## src/rtl/pass_rom_arbiter.sv

```systemverilog
// Round-robin arbiter that shares one registered-read password ROM and assembles 4 nibbles into a 16-bit word.
// Latency: ack 1 cycle after the request is sampled, done 4*(ROM_LAT+2) cycles later; requests wait while busy.
module pass_rom_arbiter #(
  parameter int NUM_REQ = 4,
  parameter int ROM_LAT = 2
) (
  input  logic                 clk,
  input  logic                 rst,
  input  logic [NUM_REQ-1:0]   req,
  input  logic [NUM_REQ*5-1:0] base_addr,
  output logic [NUM_REQ-1:0]   ack,
  output logic [NUM_REQ-1:0]   done,
  output logic [15:0]          rdata,
  output logic [4:0]           rom_addr,
  input  logic [3:0]           rom_q,
  output logic                 busy
);

  localparam int IW = $clog2(NUM_REQ);

  typedef enum logic [2:0] {
    S_IDLE,
    S_ISSUE,
    S_WAIT,
    S_CAPTURE,
    S_DONE
  } state_t;

  state_t             state_q;
  logic [IW-1:0]      ptr_q;
  logic [IW-1:0]      gnt_idx_q;
  logic [1:0]         nib_q;
  logic [2:0]         wcnt_q;
  logic [4:0]         cur_addr_q;
  logic [15:0]        shreg_q;
  logic [15:0]        rdata_q;
  logic [4:0]         rom_addr_q;
  logic [NUM_REQ-1:0] ack_q;
  logic [NUM_REQ-1:0] done_q;

  logic [4:0]         base_arr [NUM_REQ];
  logic               gnt_vld_d;
  logic [IW-1:0]      gnt_idx_d;
  logic [IW-1:0]      idx;

  always_comb begin
    for (int i = 0; i < NUM_REQ; i++) begin
      base_arr[i] = base_addr[5*i +: 5];
    end
  end

  // Search starts just past the last winner, so the last winner ranks lowest.
  always_comb begin
    gnt_vld_d = 1'b0;
    gnt_idx_d = '0;
    idx       = '0;
    for (int k = 1; k <= NUM_REQ; k++) begin
      idx = IW'((int'(ptr_q) + k) % NUM_REQ);
      if (!gnt_vld_d && req[idx]) begin
        gnt_vld_d = 1'b1;
        gnt_idx_d = idx;
      end
    end
  end

  always_ff @(posedge clk or negedge rst) begin
    if (!rst) begin
      state_q    <= S_IDLE;
      ptr_q      <= IW'(NUM_REQ-1);
      gnt_idx_q  <= '0;
      nib_q      <= '0;
      wcnt_q     <= '0;
      cur_addr_q <= '0;
      shreg_q    <= '0;
      rdata_q    <= '0;
      rom_addr_q <= '0;
      ack_q      <= '0;
      done_q     <= '0;
    end else begin
      ack_q  <= '0;
      done_q <= '0;
      case (state_q)
        S_IDLE: begin
          if (gnt_vld_d) begin
            cur_addr_q <= base_arr[gnt_idx_d];
            gnt_idx_q  <= gnt_idx_d;
            ptr_q      <= gnt_idx_d;
            nib_q      <= '0;
            ack_q      <= NUM_REQ'(1) << gnt_idx_d;
            state_q    <= S_ISSUE;
          end
        end
        S_ISSUE: begin
          rom_addr_q <= cur_addr_q;
          wcnt_q     <= '0;
          state_q    <= S_WAIT;
        end
        S_WAIT: begin
          if (wcnt_q == 3'(ROM_LAT-1)) begin
            state_q <= S_CAPTURE;
          end else begin
            wcnt_q <= wcnt_q + 3'd1;
          end
        end
        S_CAPTURE: begin
          shreg_q    <= {shreg_q[11:0], rom_q};
          cur_addr_q <= cur_addr_q + 5'd1;
          if (nib_q == 2'd3) begin
            // Last nibble goes straight into rdata so it is valid alongside done.
            rdata_q <= {shreg_q[11:0], rom_q};
            done_q  <= NUM_REQ'(1) << gnt_idx_q;
            state_q <= S_DONE;
          end else begin
            nib_q   <= nib_q + 2'd1;
            state_q <= S_ISSUE;
          end
        end
        S_DONE: begin
          state_q <= S_IDLE;
        end
        default: begin
          state_q <= S_IDLE;
        end
      endcase
    end
  end

  assign ack      = ack_q;
  assign done     = done_q;
  assign rdata    = rdata_q;
  assign rom_addr = rom_addr_q;
  assign busy     = (state_q != S_IDLE);

endmodule

```

## config.mk

```make
export PLATFORM = sky130hd
export DESIGN_NAME = pass_rom_arbiter
export DESIGN_NICKNAME = d
export VERILOG_FILES = /design/src/rtl/pass_rom_arbiter.sv
export SDC_FILE = /design/constraint.sdc
export NUM_CORES = 1
export LEC_CHECK = 0
export CAP_MARGIN = 20
export CORE_AREA = 3 3 77 79
export CTS_CLUSTER_SIZE = 10
export DETAILED_ROUTE_END_ITERATION = 8
export DIE_AREA = 0 0 80 82
export PLACE_DENSITY = 0.88
export SLEW_MARGIN = 30
export SYNTH_ARGS = -nofsm -noshare
export SYNTH_HDL_FRONTEND = slang
export SYNTH_SLANG_ARGS = --single-unit
```

## constraint.sdc

```tcl
create_clock -name clk -period 2.2 [get_ports clk]
set_input_delay 0.44 -clock clk [delete_from_list [all_inputs] [get_ports clk]]
set_output_delay 0.44 -clock clk [all_outputs]
set_load 0.05 [all_outputs]
```

==> run_results.csv <==
group,metric,value,unit
clocking,clk_path_buf_depth,2,
pwr,power.leakage,1.58,nW
timing,drv_slew,0,
cells_and_area,syn2layout_area_growth,32.5,%
timing,worst_pin_slew,747,ps
setup_path,cp_cell_sequence,"clkdlybuf4s50_1",
yosys,postSynthCellCount,234,
clocking,cts-resized-gates,0,
cells_and_area,final_cells,380,
yosys,ys_types,44,
placed_design,post-place-ws,-77.4,ps
setup_path,crit_type,"reg -> out",
routing,dr_total_vias,1969,
routing,wl_per_cell,14.8,um
yosys,yosysWarnings,0,
setup_path,end_kind,"output port",
pwr,p_total,5.40,mW
floorplanning,die_area,6560,um2
yosys,netlist.area_leader.share,0.533,
setup_path,arrival,1520,ps
setup_path,critPathTopFamily,"buffers and inverters",
setup_path,worstPathRequired,1760,ps
setup_path,start_kind,"flip-flop",
cells_and_area,fillers,444,
setup_path,crit_fanout,2,
placed_design,dp_hpwl,4040,um
cells_and_area,seq_area,1450,um2
clocking,postCtsHoldBufs,0,
timing,rsz0062_at_grt,"false",
floorplanning,die_x,80,um
cells_and_area,drive_gt1_frac,0.192,
setup_path,crit_buf_inv,1,
yosys,ys_ff_latch,58,
yosys,netlist_top_cells_count,"56 x dfrtp_1, 43 x nand2_1, 22 x mux2_2",
global_routing,first_global_vias,2022,
global_routing,gr-total-overflow,0,
clocking,cts_buffers,9,
cells_and_area,design_area,3480,um2
routing,firstDrtPassIters,4,
timing,setup_slack,242,ps
yosys,syn-num-nets,268,
timing,hold_viol_final,0,
outcome,status,"finished clean",
routing,drt-initial-drc-count,133,
yosys,async_flop_share,1.00,
floorplanning,io_pins,60,
flow_run,drv_cap,0,
yosys,yosysMostFrequentCell,"dfrtp_1",
clocking,clock_sinks,58,
cells_and_area,nets,337,
clocking,postCtsSetupBuffers,0,
timing,post-route-period-util,0.890,
timing,fin_skew,5.41,ps
timing,slew_headroom,0.496,
setup_path,max_stage_delay,820,ps
yosys,synth.largest_area_cell,"dfrtp_1",
floorplanning,die_h,82,um
yosys,synthFlopType,"dfrtp_1",
routing,post-route-drc-count,0,
clocking,htree_num_levels,3,
yosys,synth_area_per_cell,11.2,um2
timing,clock.fmax,0.511,GHz
yosys,yosys-top-cells-area,"dfrtp_1 53%, mux2_2 9.4%, nand2_1 6.1%, mux2i_1 3.8%, nor2_1 3.0%",
floorplanning,initial_core_util,0.486,
placed_design,gp_congestion,0.773,
routing,via_per_inst,5.18,
global_routing,grt_pass1_wl,9390,um
timing,finalCriticalPeriod,1960,ps
global_routing,track_usage,0.190,
pwr,ir_drop,0.992,mV
placed_design,numPortBuffers,59,
pwr,power_density,1550,nW/um2
global_routing,antenna_found_initial,0,
clocking,path_clk_slew,60,ps
clocking,clockRootBuffer,"clkbuf_8",
cells_and_area,num_antenna_cells,0,
setup_path,critPathSlowestCell,"clkdlybuf4s50_1",
timing,setup_viol,0,
timing,holdWs,248,ps
global_routing,grt_max_degree,59,
yosys,synth_edf_count,0,
routing,ant_nets,0,
placed_design,placed_area,3320,um2
routing,routed_wl,5610,um
yosys,ys_seq_area_frac,0.553,
placed_design,place_inst,364,
floorplanning,core-area,5410,um2
floorplanning,rows,27,
hold_path,hp-class,"in -> async",
yosys,syn_area,2630,um2
clocking,cts_tree,"built",
clocking,clock_latency,330,ps
cells_and_area,multi_input_area,1100,um2
stage by stage:
stage | TNS [ps] | utilization
2_1_floorplan | 0 | -
3_3_place_gp | 0 | 0.614
3_5_place_dp | -77.4 | 0.614
4_1_cts | 0 | 0.644
5_1_grt | 0 | 0.644
6_report | 0 | 0.644
layer usage:
metal / track usage / up-vias / part of all wire
li1: - / 955 / -
met1: 0.235 / 949 / 0.42
met2: 0.312 / 58 / 0.52
met3: 0.0515 / 7 / 0.048
met4: 0.0861 / 0 / 0.016
met5: 0 / - / 0
cell usage in the layout, fill, tap and decap left out, types with 2 or more instances in the layout:
cell type,Yosys,routed
dfrtp_1,56,56
o221ai_1,3,3
buf_4,1,8
nor2_2,2,2
nor2b_1,2,2
nand3b_1,2,2
nor3_1,2,2
o21ai_0,6,6
a221oi_2,2,2
clkbuf_8,0,10
nor2_1,21,21
clkdlybuf4s50_1,0,57
o21a_1,2,2
a21oi_1,7,7
clkinv_2,0,3
nor2_4,2,2
clkbuf_1,2,3
and3_1,2,2
dfstp_2,2,2
nand3_1,5,5
mux2_2,22,22
mux2i_1,10,10
nand2_1,43,43
ha_1,4,4
o31a_1,2,2
nand2b_1,6,6
inv_1,4,4
nor3b_1,2,2
logic make-up after synthesis:
kind of cell	synth area share
simple gates	0.170
fa+ha+maj	0.0190
mux	0.132
compound gates	0.0914
flops	0.553
xor+xnor	0.00667
buf+inv	0.0271
state kept, by name, summed over array words and instances (netlist names):
register,cells
ack,4
cur_addr_q,5
done,4
gnt_idx_q,2
nib_q,2
ptr_q,2
rdata,16
rom_addr,5
shreg_q,12
state_q,3
wcnt_q,3
where the power goes:
group | leakage, nW | switching [mW] | internal [mW]
Clock | 0.0872 | 0.393 | 0.434
Sequential | 0.727 | 0.359 | 1.53
Combinational | 0.769 | 1.59 | 1.09
Total | 1.58 | 2.34 | 3.06
cell type report:
type	instances	area share
well taps	72	0.0259
multi-input cells	163	0.317
clock buffers	13	0.0428
repair buffers	67	0.188
flip-flops and latches	58	0.418
clock inverters	3	0.00431
inverters	4	0.00431
path summary, 6_finish.rpt:
| path | end | slack, ps | cells past startpoint | startpoint |
|---|---|---|---|---|
| worst max-delay path | rdata[0] | 240 | 1 | rdata[0] |
| max in group asynchronous | rdata[14] | 1490 | 2 | rst |
| min in group clk | shreg_q[8] | 480 | 2 | shreg_q[8] |
| worst min-delay path | shreg_q[2] | 250 | 2 | rst |
| worst max register to register | cur_addr_q[1] | 320 | 5 | state_q[1] |
| worst min register to register | shreg_q[8] | 480 | 2 | shreg_q[8] |
Note: power is estimated with default switching activity, not from simulation.
==> edit 1, RTL diff (same settings) <==
Reset style: synchronous (`rst`), changed in one clocked block.
--- a/src/rtl/pass_rom_arbiter.sv
+++ b/src/rtl/pass_rom_arbiter.sv
@@ -65,3 +65,3 @@
 
-  always_ff @(posedge clk or negedge rst) begin
+  always_ff @(posedge clk) begin
     if (!rst) begin
Check against the original RTL: differs if rst is asserted again (counterexample within 4 cycles, from zero or initial values and one cycle with rst low); with rst held inactive, the same outputs for 10 cycles.
==> edit 1 against the original RTL <==
Design area decreased by 3.4%; highest routed layer unchanged; area after synthesis decreased by 6.0%; sequential cell count stayed put; maximum frequency increased by 1.5%; clock skew down 0.00069 ns; routed wire length decreased by 1.1%; worst setup slack better by 0.029 ns.
Power is not compared: it rests on default switching activity, and its combinational part moved more than twofold at a synthesized area within 25%.
==> edit 1: results (changes against the original RTL) <==
[metrics] global placement routability congestion: 0.797 (+3.1%)
[metrics] number of vias in the routed layout: 2276 (+16%)
[metrics] xor and xnor area share after synthesis: 0.0142 (+0.00752)
[metrics] routed length on met1: 2380 um (+1.3%)
[metrics] crit-path max FO: 10 (+8)
[metrics] Synth Area in Compound Gates: 0.164 (+0.0728)
[metrics] global-route wire length before repair: 9520 um (+1.4%)
[metrics] cells taking the most area after synthesis: sky130_fd_sc_hd__dfxtp_1, sky130_fd_sc_hd__nand2_1, sky130_fd_sc_hd__a21oi_1, sky130_fd_sc_hd__mux2i_1, sky130_fd_sc_hd__nor2_1
[metrics] proportion of synthesized area in mux cells: 0.0487 (-0.0837)
[metrics] net count after synthesis: 331 (+24%)
[metrics] worst clock skew: 0.00472 ns (-0.000694 ns)
[metrics] M1 GR Usage: 0.206 (-0.0290)
[metrics] data arrival at the endpoint of the critical path: 2.16 ns (+0.64 ns)
[metrics] maximum number of pins on one net before global-route repair: 42 (-29%)
[metrics] global routing usage summed across all routing layers: 0.185 (-0.00521)
[metrics] Post-Synthesis Mean Instance Area: 8.31 um^2 (-26%)
[metrics] filler cell count: 473 (+6.5%)
[metrics] DP Cell Count: 425 (+17%)
[metrics] met3 WL: 288 um (+7.5%)
[metrics] share of flip-flops with an asynchronous set or reset after synthesis: 0 (-1.00)
[metrics] register area share after synthesis: 0.470 (-0.0830)
[metrics] number of library cell types mapped by synthesis: 45 (+2.3%)
[metrics] detailed-route wire length: 5550 um (-1.1%)
[metrics] via count of the first global-routing pass: 2215 (+9.5%)
[metrics] met2 global-route usage: 0.330 (+0.0182)
[metrics] list of most frequent post-synthesis cells: sky130_fd_sc_hd__nand2_1, sky130_fd_sc_hd__dfxtp_1, sky130_fd_sc_hd__a21oi_1, sky130_fd_sc_hd__nor2_1, sky130_fd_sc_hd__mux2i_1
[metrics] met3 capacity usage during global routing: 0.0559 (+0.00439)
[metrics] type of the tightest min-delay check: flip-flop to flip-flop
[metrics] starting DRC count in detailed routing: 132 (-0.75%)
[metrics] # nets final: 398 (+18%)
[metrics] post-synthesis adder-cell area fraction: 0.0203 (+0.00123)
[metrics] run status: finished clean
[metrics] estimated wirelength of the detail-placed design: 4100 um (+1.5%)
[edit 1: cell count changes in the layout (fill, tap and decap cells not counted), sizes merged, moves of 5 or more]
cell	change
a21oi	+26
a31oi	+5
buf	+5
dfrtp	-56
dfxtp	+58
mux2	-22
nand2	+26
[edit 1: layout make-up]
cell class,instances,area [um^2],share of cell area
Timing Repair Buffer,73,693,0.206
Inverter,6,22.5,0.00670
Sequential cell,58,1160,0.345
Tap cell,72,90.1,0.0268
Clock inverter,5,53.8,0.0160
Clock buffer,11,141,0.0421
Multi-Input combinational cell,216,1200,0.357
[edit 1: stage by stage]
step	worst slack, ns	hold slack [ns]
floorplan	0.369	0.432
global placement	0.0352	0.441
detailed placement	-0.0756	0.446
CTS	0.260	0.455
global route	0.117	0.478
finish	0.271	0.452
[edit 1: path summary, 6_finish.rpt]
kind / startpoint / end / slack (ns) / depth (start not counted)
worst min register to register: rdata[3] / rdata[3] / 0.45 / 2
worst max register to register: state_q[1] / ack[0] / 0.38 / 5
worst min-delay path: rdata[3] / rdata[3] / 0.45 / 2
worst max-delay path: req[3] / cur_addr_q[3] / 0.27 / 7
[edit 1: worst max-delay path: stages]
cell and delay (ns):
sky130_fd_sc_hd__clkdlybuf4s50_1 0.54, sky130_fd_sc_hd__nor2b_1 0.19, sky130_fd_sc_hd__o221a_2 0.36, sky130_fd_sc_hd__buf_4 0.17, sky130_fd_sc_hd__a2bb2oi_1 0.17, sky130_fd_sc_hd__a311oi_1 0.08
sky130_fd_sc_hd__a311oi_1 0.22
[edit 1: logic make-up (layout without fill, tap and decap cells)]
logic type | count (synthesis) | in the layout
simple gates | 129 | 129
buf+inv | 23 | 95
fa+ha+maj | 4 | 4
flops | 58 | 58
mux | 12 | 12
xor+xnor | 4 | 4
compound gates | 67 | 67
==> edit 2, RTL diff (same settings) <==
Without the edit above. Set the parameter `NUM_REQ` to 2 (it was 4).
--- a/src/rtl/pass_rom_arbiter.sv
+++ b/src/rtl/pass_rom_arbiter.sv
@@ -3,3 +3,3 @@
 module pass_rom_arbiter #(
-  parameter int NUM_REQ = 4,
+  parameter int NUM_REQ = 2,
   parameter int ROM_LAT = 2
Interface: changed (resized ack, base_addr, done and req); port bits go from 60 to 44. No check against the original RTL was run, so the function may have changed too.
==> edit 2 against the original RTL <==
Routed wire length decreased by 22%; core utilization decreased by 12 points; worst setup slack improved by 0.040 ns; design area decreased by 19%; non-clock buffer count decreased by 20; highest routed layer unchanged; sequential cell count decreased by 6; hold slack got worse by 0.15 ns; power decreased by 17%; area after synthesis decreased by 16%.
==> edit 2: results (changes against the original RTL) <==
[metrics] run status: finished clean
[metrics] register area share after synthesis: 0.588 (+0.0348)
[metrics] net count after synthesis: 216 (-19%)
[metrics] clock-pin transition on the worst setup and hold timing paths: 0.10 ns (+0.04 ns)
[metrics] global routing usage summed across all routing layers: 0.144 (-0.0466)
[metrics] placed cell area: 2740 um^2 (-17%)
[metrics] Worst setup startpoint: rdata[15]
[metrics] starting DRC count in detailed routing: 73 (-45%)
[metrics] critical register-to-register path startpoint: state_q[2]
[metrics] H-tree Lvls: 2 (-1)
[metrics] # nets final: 264 (-22%)
[metrics] worst-margin pin slew: 0.519 ns (-0.228 ns)
[metrics] filler cell count: 495 (+11%)
[metrics] layout cells sized above 1: 0.152 (-0.0393)
[metrics] data arrival at the endpoint of the critical path: 1.48 ns (-0.04 ns)
[metrics] estimated wirelength of the detail-placed design: 3240 um (-20%)
[metrics] post-DR wirelength/cell: 14.0 um (-5.4%)
[metrics] global-route wire length before repair: 7320 um (-22%)
[metrics] global placement routability congestion: 0.792 (+2.4%)
[metrics] total of buffers placed on input and output ports: 43 (-27%)
[metrics] worst skew pair latency: 0.30 ns (-0.03 ns)
[metrics] number of vias in the routed layout: 1589 (-19%)
[metrics] met3 WL: 182 um (-32%)
[metrics] number of buffers created by CTS: 5 (-4)
[metrics] WL met2: 2340 um (-20%)
[metrics] worst clock skew: 0.00776 ns (+0.00235 ns)
[metrics] list of most frequent post-synthesis cells: sky130_fd_sc_hd__dfrtp_1, sky130_fd_sc_hd__nand2_1, sky130_fd_sc_hd__nor2_1, sky130_fd_sc_hd__mux2_2, sky130_fd_sc_hd__a21oi_1
[metrics] worst slack, placed: 0.195 ns (+0.272 ns)
[metrics] maximum number of pins on one net before global-route repair: 33 (-44%)
[metrics] number of library cell types mapped by synthesis: 36 (-18%)
edit 2: layout make-up:
type / instances / area, um^2 / share of cell area
clock inverter: 3 / 22.5 / 0.00796
multi-input combinational: 130 / 857 / 0.303
clock buffer: 5 / 68.8 / 0.0243
tap: 72 / 90.1 / 0.0318
sequential: 52 / 1300 / 0.460
inverter: 6 / 22.5 / 0.00796
timing repair buffer: 47 / 465 / 0.165
edit 2: stage by stage:
| step | instances | utilization |
|---|---|---|
| global route | 315 | 0.523 |
| floorplan | 194 | - |
| global placement | 307 | 0.506 |
| finish | 315 | 0.523 |
| detailed placement | 307 | 0.506 |
| CTS | 315 | 0.523 |
edit 2: final timing paths:
kind	endpoint	slack [ns]	cells past startpoint
max in group asynchronous	ptr_q	1.50	2
setup / recovery	rdata[15]	0.28	1
hold reg to reg	done[0]	0.46	1
setup reg to reg	rdata[7]	0.41	3
min in group clk	done[0]	0.46	1
hold / removal	rdata[3]	0.09	1
edit 2: per-layer routing:
layer  up-vias  global-route usage
met3         8              0.0318
met4         0              0.0557
met5         -                   0
met1       781               0.168
met2        41               0.257
li1        759                   -
edit 2: logic make-up after synthesis:
family,share of synthesized area
flops,0.588
compound gates,0.0977
mux,0.125
buf+inv,0.0249
xor+xnor,0.00396
simple gates,0.137
fa+ha+maj,0.0226
edit 2: power by group through the flow:
stage               sequential (mW)  clock, mW  combinational [mW]
floorplan                      2.24          0                1.00
global placement               1.65          0                2.22
detailed placement             1.67          0                2.30
CTS                            1.64      0.560                2.31
global route                   1.71      0.596                2.47
finish                         1.64      0.540                2.29
